### config.mk
export PLATFORM = sky130hd
export DESIGN_NAME = seq_det_sched
export DESIGN_NICKNAME = d
export VERILOG_FILES = /design/src/rtl/seq_det_pkg.sv /design/src/rtl/seq_det_step.sv /design/src/rtl/seq_det_sched.sv
export SDC_FILE = /design/constraint.sdc
export NUM_CORES = 1
export LEC_CHECK = 0
export ABC_AREA = 1
export CORE_ASPECT_RATIO = 2
export CORE_MARGIN = 2
export CORE_UTILIZATION = 48
export CTS_BUF_LIST = sky130_fd_sc_hd__clkbuf_4 sky130_fd_sc_hd__clkbuf_8
export CTS_CLUSTER_DIAMETER = 40
export DETAILED_ROUTE_END_ITERATION = 12
export PLACE_DENSITY = 0.77
export SETUP_SLACK_MARGIN = 0.3
export SYNTH_ARGS = -nofsm -noshare
export SYNTH_HDL_FRONTEND = slang
export SYNTH_SLANG_ARGS = --single-unit
### constraint.sdc
create_clock -name clk -period 3.75 [get_ports clk]
set_input_delay 0.5625 -clock clk [delete_from_list [all_inputs] [get_ports clk]]
set_output_delay 0.5625 -clock clk [all_outputs]
set_load 0.1 [all_outputs]
### src/rtl/seq_det_pkg.sv
// Shared types for the time-multiplexed "1010" sequence detector.
// The state encoding is fixed at 3 bits so a per-channel context is one
// small register, and values 5..7 are deliberately unused (they recover
// to S_IDLE in the step function).
package seq_det_pkg;

  localparam int STATE_W = 3;

  typedef enum logic [STATE_W-1:0] {
    S_IDLE = 3'd0,
    S_1    = 3'd1,
    S_10   = 3'd2,
    S_101  = 3'd3,
    S_1010 = 3'd4
  } det_state_e;

endpackage

### src/rtl/seq_det_step.sv
// One combinational step of the overlapping Moore "1010" detector.
// The caller supplies a raw stored context (which may be an unencoded value
// after an upset) and the input bit; the step returns the next state and the
// Moore output of that next state (high only when it is S_1010).
module seq_det_step
  import seq_det_pkg::*;
(
  input  logic [STATE_W-1:0] state,
  input  logic               x,
  output det_state_e         next_state,
  output logic               match
);

  // Next-state table; any unencoded context falls back to S_IDLE.
  always_comb begin
    next_state = S_IDLE;
    case (state)
      S_IDLE: next_state = x ? S_1   : S_IDLE;
      S_1:    next_state = x ? S_1   : S_10;
      S_10:   next_state = x ? S_101 : S_IDLE;
      S_101:  next_state = x ? S_1   : S_1010;
      S_1010: next_state = x ? S_101 : S_IDLE;
      default: next_state = S_IDLE;
    endcase
  end

  // Moore output of the destination state.
  assign match = (next_state == S_1010);

endmodule

### src/rtl/seq_det_sched.sv
// Multi-channel "1010" detector: NCH serial channels share one detector
// step through a round-robin scheduler. Each channel keeps its own 3-bit
// detector context and a saturating match counter.
//
// Handshake: channel g offers a bit by raising ch_valid[g]; the bit is
// consumed only in a cycle where ch_valid[g] and ch_ready[g] are both high.
// ch_ready is one-hot (or all zero), depends only on en/ch_valid/ch_clr and
// the last grant, never on ch_bit, and a source must hold its bit until it
// is consumed.
//
// dbg_ctx exposes the stored detector context of the channel picked by
// rd_sel so checkers can observe every channel's FSM state.
module seq_det_sched
  import seq_det_pkg::*;
#(
  parameter int NCH  = 4,
  parameter int CNTW = 8,
  localparam int SELW = $clog2(NCH)
) (
  input  logic               clk,
  input  logic               rst_n,
  input  logic               en,
  input  logic [NCH-1:0]     ch_valid,
  input  logic [NCH-1:0]     ch_bit,
  output logic [NCH-1:0]     ch_ready,
  input  logic [NCH-1:0]     ch_clr,
  input  logic               cnt_clr,
  output logic               match_valid,
  output logic [SELW-1:0]    match_ch,
  input  logic [SELW-1:0]    rd_sel,
  output logic [CNTW-1:0]    rd_cnt,
  output logic [STATE_W-1:0] dbg_ctx
);

  logic [STATE_W-1:0] ctx [NCH];
  logic [CNTW-1:0]    cnt [NCH];
  logic [SELW-1:0]    last_grant;

  logic [NCH-1:0]     elig;
  logic               gnt_any;
  logic [SELW-1:0]    gnt_idx;
  logic [SELW-1:0]    cand_idx;
  int                 cand;

  logic [STATE_W-1:0] cur_state;
  logic               cur_bit;
  det_state_e         step_next;
  logic               step_match;

  // A channel under flush is never eligible, so its offered bit stays pending.
  assign elig = en ? (ch_valid & ~ch_clr) : '0;

  // Round-robin pick: scan from last_grant+1, wrapping, first eligible wins.
  always_comb begin
    gnt_any  = 1'b0;
    gnt_idx  = '0;
    cand     = 0;
    cand_idx = '0;
    for (int i = 1; i <= NCH; i++) begin
      cand     = (int'(last_grant) + i) % NCH;
      cand_idx = SELW'(cand);
      if (!gnt_any && elig[cand_idx]) begin
        gnt_any = 1'b1;
        gnt_idx = cand_idx;
      end
    end
  end

  // One-hot grant vector derived from the pick.
  always_comb begin
    ch_ready = '0;
    if (gnt_any) ch_ready[gnt_idx] = 1'b1;
  end

  // Present the granted channel's context and bit to the shared step.
  always_comb begin
    cur_state = ctx[gnt_idx];
    cur_bit   = ch_bit[gnt_idx];
  end

  seq_det_step u_step (
    .state      (cur_state),
    .x          (cur_bit),
    .next_state (step_next),
    .match      (step_match)
  );

  // Context store: flush wins, else only the granted channel advances.
  always_ff @(posedge clk or negedge rst_n) begin
    if (!rst_n) begin
      for (int g = 0; g < NCH; g++) ctx[g] <= S_IDLE;
    end else begin
      for (int g = 0; g < NCH; g++) begin
        if (ch_clr[g]) begin
          ctx[g] <= S_IDLE;
        end else if (gnt_any && (gnt_idx == SELW'(g))) begin
          ctx[g] <= step_next;
        end
      end
    end
  end

  // Saturating match counters; a global clear beats a same-cycle increment.
  always_ff @(posedge clk or negedge rst_n) begin
    if (!rst_n) begin
      for (int g = 0; g < NCH; g++) cnt[g] <= '0;
    end else begin
      for (int g = 0; g < NCH; g++) begin
        if (cnt_clr) begin
          cnt[g] <= '0;
        end else if (gnt_any && step_match && (gnt_idx == SELW'(g)) &&
                     (cnt[g] != {CNTW{1'b1}})) begin
          cnt[g] <= cnt[g] + CNTW'(1);
        end
      end
    end
  end

  // Registered match pulse; match_ch holds the last matching channel.
  always_ff @(posedge clk or negedge rst_n) begin
    if (!rst_n) begin
      match_valid <= 1'b0;
      match_ch    <= '0;
    end else begin
      match_valid <= gnt_any & step_match;
      if (gnt_any && step_match) match_ch <= gnt_idx;
    end
  end

  // Arbiter pointer; reset value makes channel 0 the first choice.
  always_ff @(posedge clk or negedge rst_n) begin
    if (!rst_n) begin
      last_grant <= SELW'(NCH - 1);
    end else if (gnt_any) begin
      last_grant <= gnt_idx;
    end
  end

  // Read-side muxes for counter and debug context; out-of-range selects read 0.
  always_comb begin
    rd_cnt  = '0;
    dbg_ctx = '0;
    if (int'(rd_sel) < NCH) begin
      rd_cnt  = cnt[rd_sel];
      dbg_ctx = ctx[rd_sel];
    end
  end

endmodule

# Yosys cells after proc, flatten, opt, wreduce, memory -nomap -nowiden
# Index checks and enable logic that the tools add are counted.
# totals
regBits	49
input_bits	18
output_inout_bits	18
wordCells	127
# op_classes
addsub	8
magnitude_cmp	8
eq_ne	12
mux	52
bitwise	5
n_reduce_logical	31
# ops
cell	n
2-to-1 mux 8 bit	10
2-to-1 mux 3 bit	13
adder 8 x 1 -> 8 bit (second input constant)	4
!= test 8 bit (second input constant)	4
logical AND 1 bit	17
binary-select mux 8 bit (select 2 bit)	1
nonzero test 2 bit	8
less-than comparator 2 x 3 -> 1 bit (second input constant)	5
binary-select mux 3 bit (select 2 bit)	2
2-to-1 mux 2 bit	6
case mux 3 bit (4 select lines)	1
2-to-1 mux 1 bit	11
binary-select mux 1 bit (select 2 bit)	5
2-to-1 mux 4 bit	2
equality test 3 x 2 -> 1 bit (second input constant)	2
equality test 3 bit (second input constant)	2
>= comparator 3 bit (second input constant)	2
inverter 2 -> 3 bit	2
adder 2 x 1 -> 2 bit (second input constant)	2
adder 2 bit (second input constant)	2
AND 4 bit	1
equality test 2 bit (second input constant)	2
inverter 4 bit	1
equality test 3 x 1 -> 1 bit (second input constant)	1
other kinds (8)	10

# Logic depth before layout (Yosys ltp)
# depth
ltp_word	28
ltp_mapped	21
ltp_nobuf	21

# Modules after synthesis
# Synthesis repeated with hierarchy kept, for this count alone.
# unflattened
cells_unflattened	493
hier_area_um2	3732.3
# by_module_without_submodules
module	n_inst	cells_each	area_per_inst_um2	seq_area_each_um2
seq_det_sched	1	480	3671.0	1228.7
seq_det_step	1	13	61.3	0.0

# Least setup slack after synthesis
# Ideal clock, no wire load.
# synth_timing
path_type	input to output
startpoint	input rd_sel[0]
endpoint	output rd_cnt[5]
arrival_ns	3.288
t_required_ns	3.188
slack_ns	-0.101
path_stages	5
n_path_buf	2
cell_sequence	clkbuf_1 clkinv_1 clkbuf_1 o21ai_0 o21ai_0
# synth_between
elab_chain_len	4
# synth_rtl
element	line	rtl
start: declaration	seq_det_sched.sv:30	input logic [SELW-1:0] rd_sel,
inverter 2 -> 3 bit (implied by the code)	seq_det_sched.sv:144	rd_cnt = cnt[rd_sel];
binary-select mux 8 bit (select 2 bit)	seq_det_sched.sv:144	
2-to-1 mux 8 bit (implied by the code) (2 in series)	seq_det_sched.sv:144	
end: declaration	seq_det_sched.sv:31	output logic [CNTW-1:0] rd_cnt,
# Every way passes these cells. The select of a mux whose other input is x is not followed.

# Worst setup path after layout
# layout_timing
startpoint	input ch_clr[2]
endpoint	output ch_ready[0]
# layout_between
elab_chain_len	20
word_cells_on_any_way	31
classes_between	order compare: 2; mux: 20; bitwise: 2; reduce/logical: 7
# layout_rtl
element	line	rtl
start: declaration	seq_det_sched.sv:26	input logic [NCH-1:0] ch_clr,
inverter 4 bit (*)	seq_det_sched.sv:51	assign elig = en ? (ch_valid & ~ch_clr) : '0;
AND 4 bit (*)	seq_det_sched.sv:51	
2-to-1 mux 4 bit (*)	seq_det_sched.sv:51	
binary-select mux 1 bit (select 2 bit)	seq_det_sched.sv:62	if (!gnt_any && elig[cand_idx]) begin
2-to-1 mux 1 bit (implied by the code)	seq_det_sched.sv:62	
2-to-1 mux 1 bit	seq_det_sched.sv:62	
zero test 1 bit	seq_det_sched.sv:62	
logical AND 1 bit	seq_det_sched.sv:62	
(+4 left out)	n/a	
zero test 1 bit	seq_det_sched.sv:62	
logical AND 1 bit	seq_det_sched.sv:62	
2-to-1 mux 2 bit	seq_det_sched.sv:62	
less-than comparator 2 x 3 -> 1 bit (implied by the code) / >= comparator 2 x 1 -> 1 bit (equally long branches)	seq_det_sched.sv:72	if (gnt_any) ch_ready[gnt_idx] = 1'b1;
logical AND 1 bit (implied by the code)	seq_det_sched.sv:72	
2-to-1 mux 1 bit (implied by the code)	seq_det_sched.sv:72	
demux 1 bit (select 2 bit)	seq_det_sched.sv:72	
2-to-1 mux 4 bit (*)	seq_det_sched.sv:72	
end: declaration	seq_det_sched.sv:25	output logic [NCH-1:0] ch_ready,
# Mark *: on every way between the ends. The rest lies on a longest branch, timed or not. The select of a mux whose other input is x is not followed.

==> flow_summary.ini <==
[status]
status = complete, no violations

[placement]
hpwl_mm = 6.464
port_buffers = 35
pre_cts_ws_ps = 330.9
gp_congestion = 0.8800
place_area_um2 = 4143

[global_route]
grt_max_degree = 34
antenna_found_initial = 0
gr-total-overflow = 0
grt_pass1_wl_mm = 14.73
grt_pass1_vias = 3193
grt_usage_pct = 22.69

[sta]
finalCriticalPeriod_ps = 3204
max_slew_margin_pct = 35.35
setup_viol = 0
hold_viol_final = 0
finalCritPeriodShare_pct = 85.44
rsz0062_at_grt = false
slew_violations = 0
clock_skew_ps = 5.252
final.setup.tns_ps = 0
setup_slack_ps = 545.8
fmaxAchievable_mhz = 312.1
tightestPinTransition_ps = 966.7

[clocking]
clock-sinks = 49
ctsResizeCount = 0
path_clk_slew_ps = 100
cts_tree = built
hold_buffers = 0
insertion_delay_ps = 320
htree_levels = 2
cts_made_buffers = 5
clockBufferDepth = 2
post_cts_buffers = 0
cts-root-buf = clkbuf_8

[worst_setup_path]
setup.worst_path.class = in2out
r2r_cells = 18
r2r-end = cnt[4]
crit_path_max_fanout = 11
startpoint = ch_clr[2]
crit_end = ch_ready[0]
critPathCaptureType = output port
reg2reg_slack_ps = 860
critPathRequiredTime_ps = 3190
worst_ep_arrival_time_ps = 2640
cp-start-kind = primary input
timing.rr.start = last_grant[0]

[final_layout]
areaGrowthSynthToFinish_pct = 20.80
seq_area_um2 = 1229
layout-drive-gt1-share_pct = 13.59
final_util_pct = 59.39
multi_input_area_um2 = 2103
layout_commonest_cell = nand2_1
final_cell_mix = 138 x nand2_1, 74 x nand3_1, 58 x nor2_1
nFillCells = 647
diodes = 0
nNetsFinal = 558
final_area_um2 = 4250

[yosys]
syn_nets = 521
synth-seq-area-share_pct = 34.92
yosysUniqueCellTypes = 32
ys_ff_latch = 49
yosys_warnings = 0
syn_inst = 499
syn_area_um2 = 3518
synth_area_per_cell_um2 = 7.051

[floorplanning]
core_area_um2 = 7157
dieArea_um2 = 8073
start_util_pct = 49.16
die_w_um = 64.54
chipHeight_um = 125.1
ios = 36
rows = 44

[route]
wl_per_cell_um = 14.12
vias_per_cell = 5.383
firstDrtPassIters = 5
drt_wl_total_mm = 8.879
drc = 0
first_iter_violations = 277
ant_nets = 0
vias = 3386

[power]
pwr_density_cell_nw_per_um2 = 924.3
vdd_drop_max_uv = 836.5
p_leak_uw = 0.002088

[flow_run]
max_cap_violations = 0

[min_path]
min_path_type = in2async
## synth_stat cells (all sizes together)
library cell  count  area share (%)
a21oi            11             1.6
buf               2            0.46
clkbuf           12             1.3
clkinv            3            0.36
dfrtp            47              33
dfstp             2             1.5
ha                4             1.4
inv              36             3.8
nand2           156              19
nand3            78              12
nand3b            2            0.43
nand4            11             4.1
nor2             66             8.5
nor3              6            0.85
nor3b             2            0.43
o21ai            32             4.6
o21bai            1            0.21
o22ai             6             1.1
o31ai             2            0.43
xnor2             5             1.2
xor2             15             3.7
## worst max-delay path, cell delays in order
cell and delay (ps):
clkdlybuf4s50_1 570, inv_1 60, nand3_1 70, nand2_1 70, nand2_1 110, nand2_1 90, nand2_4 100, nand4_4 150
nand2_4 160, nand2_4 110, nor2_4 150, inv_1 100, nor2_4 150, buf_12 190
## how the worst min path moves through the flow
stage,slack [ps],startpoint,cells after the start,endpoint
floorplan,270,rst_n,0,cnt[0]
global placement,470,ctx[8],2,ctx[8]
detailed placement,470,ctx[8],2,ctx[8]
CTS,190,rst_n,1,cnt[15]
global route,220,rst_n,1,cnt[15]
finish,180,rst_n,1,ctx[3]
## final cells by class
type | count | share of cell area [%]
Sequential cell | 49 | 28.91
Inverter | 39 | 3.474
Clock inverter | 3 | 0.5004
Clock buffer | 5 | 1.619
Multi-Input combinational cell | 397 | 49.48
Tap cell | 92 | 2.708
Timing Repair Buffer | 44 | 13.31
## cells by family after synthesis
family | Yosys count | share of synthesized area (%)
buf+inv | 53 | 5.939
simple gates | 321 | 44.91
xor+xnor | 20 | 4.979
fa+ha+maj | 4 | 1.423
compound gates | 52 | 7.823
flops | 49 | 34.92
## through the flow
step                      total power [uW]  std cells  hold slack, ps
final                                 3929        629           181.1
after global routing                  4200        629           216.2
after CTS                             3885        629           192.6
after detailed placement              3542        621           465.8
after global placement                3520        621           470.2
after floorplan                       2820        499           266.9
## report_power, final
group | leakage, uW | internal [uW] | switching, uW
logic | 0.00138 | 879 | 1990
registers | 0.000663 | 629 | 100
clock network | 0.0000445 | 133 | 201
## state kept, by name, summed over array words and instances (netlist names)
name,cells
cnt,32
ctx,12
last_grant,2
match_ch,2
match_valid,1
## layer usage
layer / share of wire (%) / track usage (%)
met5: 0 / 0
met4: 2.4 / 8.636
met3: 5.4 / 4.946
met2: 48 / 35.66
met1: 44 / 30.33
Power figures use the tool's default switching activity.
